## config.mk

```make
export PLATFORM = sky130hd
export DESIGN_NAME = receptor_adc
export DESIGN_NICKNAME = d
export VERILOG_FILES = /design/src/rtl/receptor_adc.sv
export SDC_FILE = /design/constraint.sdc
export NUM_CORES = 1
export LEC_CHECK = 0
export ABC_AREA = 0
export BUFFER_PORTS_ARGS = -buffer_cell sky130_fd_sc_hd__buf_2
export CAP_MARGIN = 20
export CELL_PAD_IN_SITES_DETAIL_PLACEMENT = 0
export CELL_PAD_IN_SITES_GLOBAL_PLACEMENT = 1
export CORE_MARGIN = 10
export CORE_UTILIZATION = 44
export CTS_CLUSTER_DIAMETER = 40
export CTS_CLUSTER_SIZE = 8
export DETAILED_ROUTE_END_ITERATION = 10
export GPL_ROUTABILITY_DRIVEN = 0
export PLACE_DENSITY_LB_ADDON = 0.2
export SETUP_SLACK_MARGIN = 0.02
export SLEW_MARGIN = 10
export SYNTH_ARGS = -nofsm -noshare
export SYNTH_HDL_FRONTEND = slang
export SYNTH_SLANG_ARGS = --single-unit
```

## constraint.sdc

```tcl
create_clock -name clk -period 2.35 [get_ports clk]
set_input_delay 0.5875 -clock clk [delete_from_list [all_inputs] [get_ports clk]]
set_output_delay 0.5875 -clock clk [all_outputs]
set_load 0.05 [all_outputs]
```

## src/rtl/receptor_adc.sv

```systemverilog
// Serial ADC front end: runs one CS/SCLK conversion frame per start request and converts the
// offset-binary sample into a signed fixed-point word.
module receptor_adc #(
    parameter int N     = 19,
    parameter int F     = 10,
    parameter int DIV   = 4,
    parameter int FRAME = 16,
    parameter int LEAD  = 3
) (
    input  logic         clk,
    input  logic         reset,
    input  logic         Inicio,
    input  logic         SDATA,
    output logic         CS,
    output logic         SCLK,
    output logic [N-1:0] Dato_Out,
    output logic         Listo,
    output logic         Ocupado
);

    localparam int UW = F - 1;
    localparam int CW = $clog2(2 * DIV);
    localparam int BW = (FRAME > 1) ? $clog2(FRAME) : 1;

    localparam logic [CW-1:0] HALF_LAST = CW'(DIV - 1);
    localparam logic [CW-1:0] PER_LAST  = CW'(2 * DIV - 1);
    localparam logic [BW-1:0] BIT_LAST  = BW'(FRAME - 1);
    localparam logic [BW-1:0] DATA_LO   = BW'(LEAD);
    localparam logic [BW-1:0] DATA_HI   = BW'(LEAD + UW - 1);

    typedef enum logic [2:0] {IDLE, ARRANQUE, TRANS, FIN, PAUSA} state_t;

    state_t          state_q, state_d;
    logic [CW-1:0]   cnt_q, cnt_d;
    logic [BW-1:0]   bit_q, bit_d;
    logic [UW-1:0]   sh_q, sh_d;
    logic            cs_q, cs_d;
    logic            sclk_q, sclk_d;
    logic            listo_q, listo_d;
    logic [N-1:0]    dato_q, dato_d;

    // Output registers are loaded with the values belonging to the next state, so CS/SCLK/Listo
    // are clean flops that line up with the state they describe.
    always_comb begin
        state_d = state_q;
        cnt_d   = cnt_q;
        bit_d   = bit_q;
        sh_d    = sh_q;
        cs_d    = cs_q;
        sclk_d  = sclk_q;
        listo_d = 1'b0;
        dato_d  = dato_q;

        unique case (state_q)
            IDLE: begin
                cs_d   = 1'b1;
                sclk_d = 1'b1;
                cnt_d  = '0;
                bit_d  = '0;
                if (Inicio) begin
                    state_d = ARRANQUE;
                    cs_d    = 1'b0;
                end
            end
            ARRANQUE: begin
                if (cnt_q == HALF_LAST) begin
                    state_d = TRANS;
                    cnt_d   = '0;
                    sclk_d  = 1'b0;
                end else begin
                    cnt_d = cnt_q + 1'b1;
                end
            end
            TRANS: begin
                if (cnt_q == PER_LAST) begin
                    cnt_d = '0;
                    if (bit_q == BIT_LAST) begin
                        state_d = FIN;
                        cs_d    = 1'b1;
                        sclk_d  = 1'b1;
                        listo_d = 1'b1;
                        bit_d   = '0;
                        // Offset binary to two's complement: invert MSB and sign-extend it.
                        dato_d  = {{(N - UW + 1){~sh_q[UW-1]}}, sh_q[UW-2:0]};
                    end else begin
                        bit_d  = bit_q + 1'b1;
                        sclk_d = 1'b0;
                    end
                end else begin
                    cnt_d = cnt_q + 1'b1;
                    if (cnt_q == HALF_LAST) begin
                        sclk_d = 1'b1;
                        if (bit_q >= DATA_LO && bit_q <= DATA_HI) begin
                            sh_d = {sh_q[UW-2:0], SDATA};
                        end
                    end
                end
            end
            FIN: begin
                state_d = PAUSA;
                cnt_d   = '0;
            end
            PAUSA: begin
                if (cnt_q == PER_LAST) begin
                    state_d = IDLE;
                    cnt_d   = '0;
                end else begin
                    cnt_d = cnt_q + 1'b1;
                end
            end
            default: begin
                state_d = IDLE;
                cs_d    = 1'b1;
                sclk_d  = 1'b1;
                cnt_d   = '0;
                bit_d   = '0;
            end
        endcase
    end

    always_ff @(posedge clk) begin
        if (reset) begin
            state_q <= IDLE;
            cnt_q   <= '0;
            bit_q   <= '0;
            sh_q    <= '0;
            cs_q    <= 1'b1;
            sclk_q  <= 1'b1;
            listo_q <= 1'b0;
            dato_q  <= '0;
        end else begin
            state_q <= state_d;
            cnt_q   <= cnt_d;
            bit_q   <= bit_d;
            sh_q    <= sh_d;
            cs_q    <= cs_d;
            sclk_q  <= sclk_d;
            listo_q <= listo_d;
            dato_q  <= dato_d;
        end
    end

    assign CS       = cs_q;
    assign SCLK     = sclk_q;
    assign Listo    = listo_q;
    assign Dato_Out = dato_q;
    assign Ocupado  = (state_q != IDLE);

endmodule

```

==> key figures <==
Critical path
  – CP Cell Sequence: or3_1, buf_2
  – Setup CP Type: reg -> out
  – Worst EP arrival: 1.46 ns
  – Crit path capture type: output port
  – CP Max Fanout: 15
  – Critical R2R Capture: bit_q[2]
  – Max stage delay on crit path: 0.48 ns
  – Critical Path Source Type: flop
  – CP max stage cell: dfxtp_1
  – FF-to-FF setup slack: 0.50 ns
  – Worst setup endpoint: Ocupado
  – CP required: 1.76 ns
  – FF-to-FF path depth: 6
  – Worst Setup SP: state_q[2]
  – RR Startpoint: cnt_q[0]

Synthesis
  – Synth Register Bits: 31
  – Most area-consuming cells after synthesis: dfxtp_1 (41%), mux2i_1 (11%), nor2_1 (7.2%)
  – Post-synth EDFFs: 0
  – Top cell type's share of synthesized area: 0.409
  – Avg Synthesized Cell Area: 9.43 µm²
  – Syn Nets: 172
  – Post-synth ARST share: 0
  – Synth Flop Type: dfxtp_1
  – Yosys warning count: 0
  – Sequential area share after synthesis: 0.409
  – Yosys cell types: 37
  – Synth Instances: 161
  – Area leader, netlist: dfxtp_1
  – Mapped cell area: 0.00152 mm²

Die
  – Rows: 21
  – Chip height: 78.7 µm
  – Die X: 78.7 µm
  – DIE AREA: 0.00620 mm²
  – CORE AREA: 0.00334 mm²
  – Initial core utilization: 0.455
  – I/O pin cnt: 27

STA
  – Period Utilization, post-route: 0.870
  – Max Clk Rate: 489 MHz
  – Fin crit period: 2.05 ns
  – Fin Setup TNS: 0 ns
  – Setup violations, final: 0
  – Rel. slew slack: 0.612
  – Final Max Slew Viols: 0
  – Setup Skew: 0.00620 ns
  – Hold Fails Final Rpt: 0
  – RSZ-0062 raised after global routing: no
  – Actual slew at the worst max-slew pin: 0.582 ns

Finish
  – Syn-to-layout area delta: 9.65%
  – Final instance area: 0.00166 mm²
  – Antenna cells: 0
  – Commonest non-fill, non-tap cell in the layout: dfxtp_1
  – Nets: 187
  – Fillers: 322
  – Final Core Density: 0.499
  – Layout cells sized above 1: 0.237
  – Most frequent cells in the layout: dfxtp_1 (31), nor2_1 (29), buf_2 (26), mux2i_1 (17), ha_1 (7)
  – Post-route non-filler standard cell count: 223

Placed design
  – DP HPWL: 1.93 mm
  – Area after DPL: 0.00158 mm²
  – Placed Cells: 215
  – Port Buf Inserts: 26

Clocking
  – Post CTS Setup Buffer Count: 0
  – CTS Buffer Depth: 2
  – CTS Hold Bufs: 0
  – Inserted Clock Buffers: 5
  – Root buffer cell: clkbuf_4
  – Post_cts resized: 0
  – Clk sinks: 31
  – Latest clock arrival within the worst-skew pair: 0.33 ns
  – Clock transition at path regs: 0.10 ns
  – H-tree lvl count: 2
  – CTS tree: done

Min path
  – Hold Path Stages: 1
  – Hold Crit Start: cnt_q[0]
  – Hold Path Class: reg -> reg

Routing
  – Detailed-route via count: 1117
  – Total Wirelength: 2.77 mm
  – Starting DRT DRC Count: 65
  – Wire length per cell: 12.4 µm
  – DR pass1 iterations: 4
  – Remaining DRCs: 0
  – ANT nets after route: 0
  – Vias/cell: 5.01

Power
  – Worst IR Drop VDD: 0.299 mV
  – Power Density: 617 mW/mm²
  – Lkg Pwr: 0.866 nW

Global route
  – Pin count of the biggest net entering global routing: 33
  – Vias in the first global route: 1107
  – Total grt overflow: 0
  – Antenna violations before repair: 0
  – Total track usage: 0.0966
  – First-pass GRT wire length: 4.93 mm

Job
  – Max-Cap Viols: 0

Run status
  – Status: completed
## layout make-up
| cell class | instances | area [µm²] | area share |
|---|---|---|---|
| Timing Repair Buffer | 28 | 145 | 0.0872 |
| Multi-Input combinational cell | 107 | 743 | 0.447 |
| Clock inverter | 2 | 35.0 | 0.0211 |
| Tap cell | 46 | 57.6 | 0.0346 |
| Clock buffer | 6 | 51.3 | 0.0308 |
| Sequential cell | 31 | 621 | 0.373 |
| Inverter | 3 | 11.3 | 0.00677 |
## worst max-delay path: cells and delay by family, from the launching register on
family | cells | cell delay [ns]
simple gates | 1 | 0.42
flops | 1 | 0.48
buf+inv | 1 | 0.21
## stage by stage
stage	setup WS, ns	hold WS [ns]	total power [mW]
2_1_floorplan	0.654	0.406	0.595
3_3_place_gp	0.604	0.414	0.606
3_5_place_dp	0.510	0.428	0.606
4_1_cts	0.283	0.443	1.04
5_1_grt	0.232	0.455	1.08
6_report	0.304	0.439	1.03
## routing by layer
metal / vias to the layer above / global-route usage / routed length (µm)
li1: 578 / - / -
met2: 22 / 0.144 / 1210
met3: 4 / 0.0541 / 241
met5: - / 0 / 0
met4: 0 / 0.0376 / 34
met1: 513 / 0.113 / 1290
## flip-flops by register name, indices dropped and copies added (netlist names)
| register | count |
|---|---|
| Listo | 1 |
| SCLK | 1 |
| bit_q | 4 |
| cnt_q | 3 |
| sh_q | 9 |
| Dato_Out | 9 |
| CS | 1 |
| state_q | 3 |
## power breakdown
group          internal, mW  switching, mW  total (mW)
Sequential            0.531        0.00855       0.539
Clock                 0.251          0.182       0.433
Combinational        0.0188         0.0351      0.0539
Total                 0.801          0.226        1.03
## logic make-up after synthesis
family,count (synthesis),share of synthesized area
simple gates,58,0.194
buf+inv,23,0.101
compound gates,24,0.120
xor+xnor,1,0.00577
mux,17,0.112
flops,31,0.409
fa+ha+maj,7,0.0577
## cell usage after synthesis, types with 2 or more instances
cell       instances
o21ai_0            3
or3_1              2
a21oi_1            6
buf_6              3
o211a_1            2
o31ai_2            2
buf_2              3
nand3_1            3
nor3b_1            2
inv_1              3
nand3b_1           2
dfxtp_1           31
mux2i_1           17
nand4_1            2
buf_4             11
nand2_1            3
ha_1               7
clkbuf_1           3
nor2_1            29
nor3_1             3
a31oi_1            2
a2bb2oi_1          2
nor2b_1            4
and3_1             3
## worst min-delay path by stage
stage	endpoint	slack, ns
floorplan	cnt_q[0]	0.41
global placement	cnt_q[0]	0.41
detailed placement	cnt_q[0]	0.43
CTS	CS	0.44
global route	CS	0.46
finish	cnt_q[0]	0.44
(Power assumes the default switching activity.)
